===== config.mk =====
export PLATFORM = sky130hd
export DESIGN_NAME = anode_scan_ctrl
export DESIGN_NICKNAME = d
export VERILOG_FILES = /design/src/rtl/anode_scan_pkg.sv /design/src/rtl/scan_dwell_counter.sv /design/src/rtl/anode_scan_ctrl.sv
export SDC_FILE = /design/constraint.sdc
export NUM_CORES = 1
export LEC_CHECK = 0
export ABC_AREA = 1
export BUFFER_PORTS_ARGS = -buffer_cell sky130_fd_sc_hd__buf_2
export CAP_MARGIN = 20
export CORE_UTILIZATION = 25
export CTS_BUF_LIST = sky130_fd_sc_hd__clkbuf_8
export DETAILED_ROUTE_END_ITERATION = 8
export SKIP_LAST_GASP = 1
export SLEW_MARGIN = 0
export SYNTH_ARGS = -nofsm -noshare
export SYNTH_HDL_FRONTEND = slang
export SYNTH_SLANG_ARGS = --single-unit

===== constraint.sdc =====
create_clock -name CLK -period 1.4 [get_ports CLK]
set_input_delay 0.28 -clock CLK [delete_from_list [all_inputs] [get_ports CLK]]
set_output_delay 0.28 -clock CLK [all_outputs]
set_load 0.02 [all_outputs]

===== src/rtl/anode_scan_pkg.sv =====
// anode_scan_pkg
//   Shared types and defaults for the anode scan controller.
//   - scan_state_t : controller state encoding (IDLE, SCAN, BLANK)
//   - DEF_*        : default parameter values
//   - clog2_f      : ceiling log2, used to size the channel index
package anode_scan_pkg;

   typedef enum logic [1:0] {
      IDLE  = 2'd0,
      SCAN  = 2'd1,
      BLANK = 2'd2
   } scan_state_t;

   localparam int DEF_N_CH      = 4;
   localparam int DEF_DIV_W     = 16;
   localparam int DEF_BLANK_CYC = 2;

   // Ceiling log2 with a floor of 1 bit so a 1-channel index still has width.
   function automatic int clog2_f(input int v);
      int r;
      r = 0;
      for (int i = 0; i < 31; i++)
         if ((1 << i) < v) r = i + 1;
      return (r < 1) ? 1 : r;
   endfunction

endpackage


===== src/rtl/scan_dwell_counter.sv =====
// scan_dwell_counter
//   Loadable down-counter that stops at zero.
//   Ports:
//     clk, rst  : clock, synchronous active-high reset (count -> 0)
//     load      : load load_val (wins over hold)
//     hold      : freeze the count
//     load_val  : reload value
//     zero      : count is zero
module scan_dwell_counter #(
   parameter int W = 16
) (
   input  logic         clk,
   input  logic         rst,
   input  logic         load,
   input  logic         hold,
   input  logic [W-1:0] load_val,
   output logic         zero
);

   logic [W-1:0] cnt;

   always_ff @(posedge clk) begin
      if (rst)
         cnt <= '0;
      else if (load)
         cnt <= load_val;
      else if (!hold && (cnt != '0))
         cnt <= cnt - 1'b1;
   end

   assign zero = (cnt == '0);

endmodule


===== src/rtl/anode_scan_ctrl.sv =====
// anode_scan_ctrl
//   Scans N_CH active-low one-cold select lines in rotation, each line held
//   for DIV+1 cycles, or pins one line chosen by SEL_IN while HOLD=1.
//   Optional macro SCAN_BLANK_EN inserts a BLANK_CYC-cycle all-ones gap
//   between channels.
//   Ports:
//     CLK, RST : clock, synchronous active-high reset
//     EN       : scan enable (low -> outputs blank, back to IDLE)
//     HOLD     : 1 = pin SEL_IN, 0 = auto-rotate
//     SEL_IN   : channel pinned while HOLD=1 (out-of-range -> all ones)
//     DIV      : dwell reload value
//     OUT      : registered active-low one-cold select
//     IDX      : registered index of the driven channel
//     WRAP     : one-cycle pulse when IDX wraps N_CH-1 -> 0
module anode_scan_ctrl
   import anode_scan_pkg::*;
#(
   parameter int N_CH      = DEF_N_CH,
   parameter int IDX_W     = clog2_f(N_CH),
   parameter int DIV_W     = DEF_DIV_W,
   parameter int BLANK_CYC = DEF_BLANK_CYC
) (
   input  logic             CLK,
   input  logic             RST,
   input  logic             EN,
   input  logic             HOLD,
   input  logic [IDX_W-1:0] SEL_IN,
   input  logic [DIV_W-1:0] DIV,
   output logic [N_CH-1:0]  OUT,
   output logic [IDX_W-1:0] IDX,
   output logic             WRAP
);

   if (N_CH < 2 || BLANK_CYC < 1) begin : g_bad_param
      $error("anode_scan_ctrl: N_CH must be >= 2 and BLANK_CYC >= 1");
   end

   localparam logic [N_CH-1:0] ONE = N_CH'(1);

   scan_state_t      state, state_n;
   logic [N_CH-1:0]  out_n;
   logic [IDX_W-1:0] idx_n, idx_adv;
   logic             wrap_n, idx_last, sel_ok;
   logic             held_q, held_n;
   logic             dw_load, dw_hold, dw_zero;

   assign sel_ok   = (int'(SEL_IN) < N_CH);
   assign idx_last = (IDX == IDX_W'(N_CH - 1));
   assign idx_adv  = idx_last ? '0 : IDX + 1'b1;

   scan_dwell_counter #(.W(DIV_W)) u_dwell (
      .clk      (CLK),
      .rst      (RST),
      .load     (dw_load),
      .hold     (dw_hold),
      .load_val (DIV),
      .zero     (dw_zero)
   );

`ifdef SCAN_BLANK_EN
   localparam int BW = clog2_f(BLANK_CYC) + 1;
   logic bl_load, bl_hold, bl_zero;

   scan_dwell_counter #(.W(BW)) u_blank (
      .clk      (CLK),
      .rst      (RST),
      .load     (bl_load),
      .hold     (bl_hold),
      .load_val (BW'(BLANK_CYC - 1)),
      .zero     (bl_zero)
   );
`endif

   always_comb begin
      state_n = state;
      out_n   = '1;
      idx_n   = IDX;
      wrap_n  = 1'b0;
      held_n  = 1'b0;
      dw_load = 1'b0;
      dw_hold = 1'b1;
`ifdef SCAN_BLANK_EN
      bl_load = 1'b0;
      bl_hold = 1'b1;
`endif
      if (!EN) begin
         state_n = IDLE;
      end else begin
         case (state)
            IDLE: begin
               state_n = SCAN;
               dw_load = 1'b1;
               if (HOLD && sel_ok) begin
                  idx_n = SEL_IN;
                  out_n = ~(ONE << SEL_IN);
               end else begin
                  idx_n = '0;
                  if (!HOLD) out_n = ~ONE;
               end
            end
            SCAN: begin
               if (HOLD) begin
                  // Counter pinned at DIV; an illegal SEL_IN blanks but keeps IDX.
                  dw_load = 1'b1;
                  held_n  = 1'b1;
                  if (sel_ok) begin
                     idx_n = SEL_IN;
                     out_n = ~(ONE << SEL_IN);
                  end
               end else if (held_q) begin
                  // First cycle after HOLD drops: restart a full dwell on IDX.
                  dw_load = 1'b1;
                  out_n   = ~(ONE << IDX);
               end else if (dw_zero) begin
`ifdef SCAN_BLANK_EN
                  state_n = BLANK;
                  bl_load = 1'b1;
`else
                  idx_n   = idx_adv;
                  wrap_n  = idx_last;
                  dw_load = 1'b1;
                  out_n   = ~(ONE << idx_adv);
`endif
               end else begin
                  dw_hold = 1'b0;
                  out_n   = ~(ONE << IDX);
               end
            end
`ifdef SCAN_BLANK_EN
            BLANK: begin
               if (bl_zero) begin
                  state_n = SCAN;
                  idx_n   = idx_adv;
                  wrap_n  = idx_last;
                  dw_load = 1'b1;
                  out_n   = ~(ONE << idx_adv);
               end else begin
                  bl_hold = 1'b0;
               end
            end
`endif
            default: state_n = IDLE;
         endcase
      end
   end

   always_ff @(posedge CLK) begin
      if (RST) begin
         state  <= IDLE;
         OUT    <= '1;
         IDX    <= '0;
         WRAP   <= 1'b0;
         held_q <= 1'b0;
      end else begin
         state  <= state_n;
         OUT    <= out_n;
         IDX    <= idx_n;
         WRAP   <= wrap_n;
         held_q <= held_n;
      end
   end

endmodule


==> impl_results.md <==
* Final worst slack at -0.0323 ns
* Worst-skew pair later-pin latency at 0.28 ns
* Critical path arrival at 1.65 ns
* Count leader, synth: nand2_1
* #FFs+latches synth at 25
* Detail Placement HPWL at 3.58 mm
* Clock Power Share at 23.0%
* H-Tree Depth at 1
* Post-synth net total at 307
* RSZ-0062 raised after global routing: yes
* Drt via density at 4.25
* Pwr Density at 792 nW/um2
* Ant diodes at 0
* Num rows at 30
* Clock skew at 0.00491 ns
* Initial antenna violation count at 0
* Final instance area at 2520 um2
* Initial cell density of the core at 25.8%
* Final Util at 37.1%
* Grt ovf at 0
* VDD IR-drop max at 369 uV
* Sw Ratio at 35.7%
* Routed via count at 1,874
* WS Path Type: reg2reg
* DP Worst Slack at -0.0521 ns
* Static Leak at 1.21 nW
* Nature of the critical path endpoint: register
* Synth Instances at 278
* Switching pwr at 0.711 mW
* GRT Overall Usage at 13.4%
* Vias in the first global route at 1,709
* Drt drc at 0
* First-pass GRT wire length at 7.85 mm
* Slew margin rel. at 82.6%
* Port-buffer cells at 28
* Max cap viols at 0
* # IOs at 29
* Tightest Pin Transition at 0.261 ns
* Final Max Slew Viols at 0
* Core region area at 6790 um2
* Post-synth top cells: nand2_1 (81), inv_1 (44), dfxtp_1 (25)
* Num CTS Buffers at 3
* Failing checks: negative setup slack
* Post-synth top area cell: dfxtp_1
* Count of distinct cell types in the synthesized netlist at 28
* Comb pwr share at 37.3%
* Max Buffers Root-to-Sink at 2
* Final Hold Fails at 0
* Hold WS at 0.229 ns
* Worst Path Required at 1.62 ns
* Worst path cell trace: inv_2, ha_4, nand2_4, nor2_4, nand2_4, nand2_8, clkinvlp_4, nand3_2, nand2_2, a21oi_2
* Slowest stage cell, crit path: dfxtp_2
* Synth warn at 0
* Final Cycle Share at 102%
* FMAX at 698 MHz
* Sequential area share after synthesis at 28.6%
* Die width at 85.7 um
* Largest net degree at the start of global routing at 18
* Die Y-Extent at 85.7 um
* Synth area leaders: dfxtp_1 (29%), nand2_1 (17%), inv_1 (9.4%)
* Async set or reset register ratio after synthesis at 0%
* Crit-path max FO at 7
* Placed standard-cell area at 2280 um2
* Final net count at 375
* Synth Cell Area at 1750 um2
* ANT nets after route at 0
* Status: complete, but fails checks
* DR pass1 iterations at 4
* Number of synthesized flops with an enable pin at 0
* TritonCTS clock tree: yes
* RD Place Congestion at 0.814
* Setup-failing EPs final at 10
* Dominant synthesized flop cell: dfxtp_1
* HP Class: in2reg
* Final WL at 4.72 mm
* Crit-path most repeated cell: nand2_4
* Sink Count at 25
* P_int at 1.28 mW
* Post-layout min period at 1.43 ns
* Critical path startpoint category: register
* Initial drt markers at 88
* Die area at 7350 um2
* Seq pwr share at 39.8%
* Root Buffer: clkbuf_8
* Area share of the largest cell type after synthesis at 28.6%
* Synthesis-to-finish area growth at 43.7%
* Drt wl/cell at 10.7 um
* Mapped Avg Cell Area at 6.30 um2
* Clk slew on worst S/H paths at 0.10 ns
* Worst stage delay on the critical path at 0.34 ns
* Layout cells sized above 1 at 39.1%
==> per-layer routing <==
metal | GRT usage [%] | vias to the layer above | part of all wire [%]
met3 | 1.25 | 4 | 2.1
met2 | 22.0 | 24 | 47
met5 | 0 | - | 0
met4 | 4.09 | 0 | 1.1
met1 | 18.5 | 839 | 50
li1 | - | 1007 | -
==> flip-flops by register name, summed over array words and instances (netlist names) <==
name         count
state            1
IDX              2
u_dwell.cnt     16
WRAP             1
OUT              4
held_q           1
==> area by class of cell <==
type                       instances  area (um2)
clock inverter                     1        5.00
tap                               96         120
sequential                        25         505
clock buffer                       3        41.3
inverter                          48         188
timing repair buffer              70         475
fill                             741        4280
multi-input combinational        198        1180
==> power by group through the flow <==
stage               sequential, mW  combinational, mW  clock, mW
floorplan                    0.812              0.390          0
global placement             0.801              0.645          0
detailed placement           0.802              0.651          0
CTS                          0.789              0.679      0.470
global route                 0.798              0.828      0.491
finish                       0.793              0.743      0.458
==> per-stage QoR <==
step	std cells	TNS, ns	power, mW
floorplan	278	0	1.20
global placement	435	-0.129	1.45
detailed placement	435	-0.246	1.45
CTS	439	-0.0164	1.94
global route	441	-1.97	2.12
finish	441	-0.147	1.99
==> cell families (layout without fill, tap and decap cells) <==
| group | count (synthesis) | count (layout) | synth area share (%) |
|---|---|---|---|
| AOI/OAI and AO/OA | 41 | 41 | 13.1 |
| xor gates and xnor gates | 1 | 1 | 0.500 |
| adders and majority gates | 7 | 7 | 5.00 |
| buffers and inverters | 55 | 122 | 12.9 |
| DFF | 25 | 25 | 28.6 |
| and+or+nand+nor | 149 | 149 | 40.0 |
==> cell usage in the layout (no fill, tap or decap), types with 2 or more instances in the layout <==
master and count:
inv_2 3, nor2_8 2, nand4_1 4, o21ai_1 12
dfxtp_2 4, clkinv_2 2, buf_2 28, nand3_1 19
nor2_4 5, a21oi_1 12, buf_6 2, a21oi_2 15
nor2_1 14, nand2_1 74, nand3_2 4, dfxtp_1 21
ha_4 2, buf_4 39, ha_1 5, clkbuf_8 3
nand2_4 2, nand3b_1 4, inv_1 42, nand2_2 9
nor2_2 9
==> worst max-delay path, delay by kind of cell, from the launching register on <==
kind / cells / cell delay [ns]
compound gates: 1 / 0.12
fa+ha+maj: 1 / 0.14
buf+inv: 2 / 0.22
flops: 1 / 0.34
simple gates: 6 / 0.55
==> final timing paths <==
kind / start / end / slack [ns] / cells past startpoint
max: u_dwell.cnt[0] / u_dwell.cnt[10] / -0.03 / 10
min: SEL_IN[1] / OUT[1] / 0.23 / 3
min reg2reg: state[0] / held_q / 0.45 / 2
max reg2reg: u_dwell.cnt[0] / u_dwell.cnt[10] / -0.03 / 10
==> repair_timing <==
action                     4_1_cts  5_1_grt
gates resized for setup         18       32
pin swaps                        4       12
setup endpoints to repair       17       22
buffers inserted                 0        2
hold buffers                     0        0
No activity file was read; power rests on OpenSTA's default activity.
